`src/rtl/alu_pkg.sv`:
```
// Shared widths, ALU op encodings and op legality check
// for the operand issue stage.
package alu_pkg;

   localparam int XLEN = 32;
   localparam int NREG = 32;
   localparam int RW   = 5;

   localparam logic [2:0] OP_AND = 3'b000;
   localparam logic [2:0] OP_OR  = 3'b001;
   localparam logic [2:0] OP_ADD = 3'b010;
   localparam logic [2:0] OP_SUB = 3'b110;

   function automatic logic is_legal_op(input logic [2:0] op);
      logic ok;
      ok = 1'b0;
      case (op)
         OP_AND, OP_OR, OP_ADD, OP_SUB: ok = 1'b1;
         default: ok = 1'b0;
      endcase
      return ok;
   endfunction

endpackage

```
`src/rtl/reg_file.sv`:
```
// 32x32 register file: two async read ports, one sync write
// port, x0 hardwired to zero, async clear.
module reg_file
   import alu_pkg::*;
(
   input  logic            clk,
   input  logic            reset,
   input  logic [RW-1:0]   ra1,
   output logic [XLEN-1:0] rd1,
   input  logic [RW-1:0]   ra2,
   output logic [XLEN-1:0] rd2,
   input  logic            we,
   input  logic [RW-1:0]   wa,
   input  logic [XLEN-1:0] wd
);

   logic [XLEN-1:0] mem [NREG];

   always_ff @(posedge clk or posedge reset) begin
      if (reset) begin
         for (int i = 0; i < NREG; i++) begin
            mem[i] <= '0;
         end
      end else if (we && wa != '0) begin
         mem[wa] <= wd;
      end
   end

   assign rd1 = (ra1 == '0) ? '0 : mem[ra1];
   assign rd2 = (ra2 == '0) ? '0 : mem[ra2];

endmodule

```
`src/rtl/alu_operand_stage.sv`:
```
// Operand read with write-back bypass, immediate select and a
// one-entry valid/ready register feeding the ALU.
module alu_operand_stage
   import alu_pkg::*;
(
   input  logic            clk,
   input  logic            reset,
   input  logic            in_valid,
   output logic            in_ready,
   input  logic [RW-1:0]   rs1,
   input  logic [RW-1:0]   rs2,
   input  logic [RW-1:0]   rd,
   input  logic [XLEN-1:0] imm,
   input  logic            use_imm,
   input  logic [2:0]      op,
   input  logic            flush,
   input  logic            wb_en,
   input  logic [RW-1:0]   wb_rd,
   input  logic [XLEN-1:0] wb_data,
   output logic            out_valid,
   input  logic            out_ready,
   output logic [XLEN-1:0] alu_a,
   output logic [XLEN-1:0] alu_b,
   output logic [2:0]      alu_op,
   output logic [RW-1:0]   out_rd,
   output logic            op_err
);

   logic [XLEN-1:0] rf_a, rf_b;
   logic [XLEN-1:0] a_nxt, b_reg, b_nxt;
   logic [RW-1:0]   cap_rs1, cap_rs2;
   logic            cap_imm;
   logic            load, hit_a, hit_b;

   reg_file u_rf (
      .clk   (clk),
      .reset (reset),
      .ra1   (rs1),
      .rd1   (rf_a),
      .ra2   (rs2),
      .rd2   (rf_b),
      .we    (wb_en),
      .wa    (wb_rd),
      .wd    (wb_data)
   );

   assign in_ready = !out_valid || out_ready;
   assign load     = in_valid && in_ready && !flush;

   assign a_nxt = (rs1 == '0) ? '0 :
                  (wb_en && wb_rd == rs1) ? wb_data : rf_a;
   assign b_reg = (rs2 == '0) ? '0 :
                  (wb_en && wb_rd == rs2) ? wb_data : rf_b;
   assign b_nxt = use_imm ? imm : b_reg;

   // keep a stalled entry's operands current with write-back
   assign hit_a = wb_en && wb_rd != '0 && wb_rd == cap_rs1;
   assign hit_b = wb_en && wb_rd != '0 && wb_rd == cap_rs2
                  && !cap_imm;

   always_ff @(posedge clk or posedge reset) begin
      if (reset) begin
         out_valid <= 1'b0;
         alu_a     <= '0;
         alu_b     <= '0;
         alu_op    <= OP_AND;
         out_rd    <= '0;
         op_err    <= 1'b0;
         cap_rs1   <= '0;
         cap_rs2   <= '0;
         cap_imm   <= 1'b0;
      end else if (flush) begin
         out_valid <= 1'b0;
      end else if (load) begin
         out_valid <= 1'b1;
         alu_a     <= a_nxt;
         alu_b     <= b_nxt;
         alu_op    <= op;
         out_rd    <= rd;
         op_err    <= !is_legal_op(op);
         cap_rs1   <= rs1;
         cap_rs2   <= rs2;
         cap_imm   <= use_imm;
      end else if (out_valid && out_ready) begin
         out_valid <= 1'b0;
      end else if (out_valid) begin
         if (hit_a) alu_a <= wb_data;
         if (hit_b) alu_b <= wb_data;
      end
   end

endmodule

```
`config.mk`:
```
export PLATFORM = sky130hd
export DESIGN_NAME = alu_operand_stage
export DESIGN_NICKNAME = d
export VERILOG_FILES = /design/src/rtl/alu_pkg.sv /design/src/rtl/reg_file.sv /design/src/rtl/alu_operand_stage.sv
export SDC_FILE = /design/constraint.sdc
export NUM_CORES = 2
export LEC_CHECK = 0
export ABC_AREA = 1
export BUFFER_PORTS_ARGS = -buffer_cell sky130_fd_sc_hd__buf_2
export CAP_MARGIN = 25
export CELL_PAD_IN_SITES_DETAIL_PLACEMENT = 0
export CELL_PAD_IN_SITES_GLOBAL_PLACEMENT = 1
export CORE_UTILIZATION = 40
export DETAILED_ROUTE_END_ITERATION = 12
export GPL_ROUTABILITY_DRIVEN = 0
export PLACE_DENSITY_LB_ADDON = 0.2
export SLEW_MARGIN = 20
export SYNTH_ARGS = -nofsm -noshare
export SYNTH_HDL_FRONTEND = slang
export SYNTH_HIERARCHICAL = 1
export SYNTH_SLANG_ARGS = --single-unit
```
`constraint.sdc`:
```
create_clock -name clk -period 55.1 [get_ports clk]
set_input_delay 16.53 -clock clk [delete_from_list [all_inputs] [get_ports clk]]
set_output_delay 16.53 -clock clk [all_outputs]
set_load 0.03 [all_outputs]
```
==> reports/metrics.cfg <==
[sta]
period_needed_ns=33.59
slew_violations=0
layout_setup_ws_ns=21.51
tightest_slew_ns=1.177
finClkSkew_ns=0.02942
hold_viol_final=0
finalCritPeriodShare_pct=60.96
setup-tns-final_ns=0
max_clock_freq_mhz=29.77
relSlewSlack_pct=21.52
rsz0062_at_grt=false
finalSetupViolCount=0

[global_routing]
grt_overflow=0
antenna_found_initial=6
grt_max_degree=169
first_global_vias=59600
grt_use_total_pct=33.66
grt_pass1_wl_mm=398.7

[clock_network]
cts_made_buffers=136
postCtsSetupBuffers=0
cts_max_path_buffers=3
tritoncts=built
clk_latency_ns=0.78
cts.repair.resized=0
htreeDepth=4
clk_pin_slew_ns=0.05
root_buffer=clkbuf_16
clock_sinks=1109
cts_hold_buf=0

[run_status]
status=finished, final reports clean

[placed_design]
place_hpwl_mm=144.5
io_buffers=168
place_ws_ns=21.51

[cells_and_area]
post-route-util_pct=44.37
nNetsFinal=9071
final_layout_size_suffix_gt1_share_pct=6.403
fillers=16280
area.growth.synth_to_final_pct=10.24

[logic_synthesis]
synth_xor_area_share_pct=0.06973
synth_area_leader_cell=dfrtp_1
ys_seq_area_share_pct=44.19
async_flop_share_pct=100.0
syn_nets=9417
synth_compound_area_share_pct=13.91
synth.avg_cell_area_um2=6.736
syn_area_mm2=0.06280
muxShareOfSynthArea_pct=0
yosysMostFrequentCell=nand2_1
yosys-top-cells-count=3296 x nand2_1, 1281 x o21ai_0, 1109 x dfrtp_1, 1084 x nand3_1, 825 x nor2_1
synth_fa_ha_area_share_pct=0
synth_edf_count=0
synth_top_family_by_area=simple AND/OR/NAND/NOR gates
ys.flop_type=dfrtp_1
ys_ff_latch=1109
synth_cell_types=31
synthCells=9323
synthTopCellsByArea=dfrtp_1 44%, nand2_1 20%, o21ai_0 10%, nand3_1 8.6%, nor2_1 4.9%
ys_warn_count=6
synth_top_area_share_pct=44.19
yosys.area_share.simple_pct=34.01

[die]
fp.dieH_um=398.2
core_mm2=0.1560
die-area_mm2=0.1586
start_util_pct=40.25
boundaryPins=169
placementRows=145
die_x_um=398.2

[power]
power_density_mw_per_mm2=36.17
p_leak_nw=33.42
ir_worst_vdd_v=0.00002835

[drt]
ant_nets=0
wl_per_cell_um=24.16
vias=62950
dr.pass1.iters=6
drtIter0Drc=6983
viasPerCell=5.646
wl_mm=269.4
drc=0

[setup_path]
path_max_fanout=4
criticalPathCategory=in2out
arrival_ns=17.06
cp-start-kind=primary input
critical_path_required_ns=38.57
end_kind=output port

[job]
cap_violations=0

[min_path]
hp-class=reg2reg

[cell usage in the layout (no fill, tap or decap), types with 11 or more instances in the layout]
cell type / Yosys / final
nand2_1: 3296 / 3273
o21ai_0: 1281 / 1281
dfrtp_1: 1109 / 1109
nand3_1: 1084 / 1083
nor2_1: 825 / 822
inv_1: 450 / 445
a21oi_1: 257 / 256
buf_2: 164 / 160
clkbuf_16: 0 / 142
buf_4: 4 / 103
o211ai_1: 84 / 84
o21ai_1: 72 / 72
clkbuf_8: 0 / 38
clkbuf_1: 543 / 37
nand4_1: 34 / 34
clkinv_2: 0 / 21
nand2_4: 0 / 18
buf_12: 0 / 13
inv_2: 14 / 12
nand2_2: 6 / 11
[cells by family (layout without fill, tap and decap cells)]
kind of cell           count (synthesis)  after routing
AND/OR/NAND/NOR                     5267           5267
AO/OA/AOI/OAI                       1700           1700
buffers and inverters               1242           1008
flip-flops                          1109           1109
XOR/XNOR                               5              5
other                                  0              4
[per-layer routing]
layer,global-route usage [%],routed length (µm),vias up
met2,53.05,119400,2841
met5,0,14,-
met4,17.97,15990,2
li1,-,-,29310
met1,44.55,112000,30220
met3,4.983,22000,582
[path summary, 6_finish.rpt]
path / from / end / slack, ns / cells after the start
worst min-delay path: u_rf/mem[1019] / u_rf/mem[1019] / 0.40 / 0
min in group asynchronous: reset / alu_b[21] / 15.80 / 2
worst max-delay path: out_ready / in_ready / 21.51 / 4
worst min register to register: u_rf/mem[1019] / u_rf/mem[1019] / 0.40 / 0
max in group asynchronous: reset / u_rf/mem[833] / 35.69 / 8
worst max register to register: out_valid / alu_b[1] / 52.10 / 14
[area by class of cell]
class / count / area (µm²) / area share (%)
clock inverter: 33 / 376.6 / 0.5440
inverter: 468 / 1809 / 2.613
antenna: 4 / 10.01 / 0.01446
timing repair buffer: 290 / 2153 / 3.110
tap: 2058 / 2575 / 3.719
clock buffer: 217 / 4215 / 6.088
multi-input combinational: 6972 / 30340 / 43.83
sequential: 1109 / 27750 / 40.08
[through the flow]
stage / cells / power (mW) / hold WS [ns] / area (µm²)
final: 11150 / 2.504 / 0.3998 / 69230
after global routing: 11150 / 2.638 / 0.4100 / 69220
after global placement: 10890 / 1.565 / 0.3857 / 64360
after detailed placement: 10890 / 1.577 / 0.3887 / 64460
after CTS: 11140 / 2.512 / 0.4007 / 69050
after floorplan: 9323 / 1.421 / 0.4505 / 62800
[registers in the layout (all words and copies together) (netlist names)]
name,count
op_err,1
u_rf/mem,1024
out_rd,5
alu_a,32
out_valid,1
alu_b,32
cap_rs2,5
cap_imm,1
cap_rs1,5
alu_op,3
[power by group]
group          internal, mW  switching [mW]
registers             0.968           0.106
clock network         0.553           0.377
logic                 0.164           0.335
total                  1.68           0.819
[worst max-delay path, cell delays in order]
cell    delay [ns]
buf_2         0.11
nor2_4        0.16
inv_2         0.08
buf_2         0.18
Note: power is estimated with default switching activity, not from simulation.
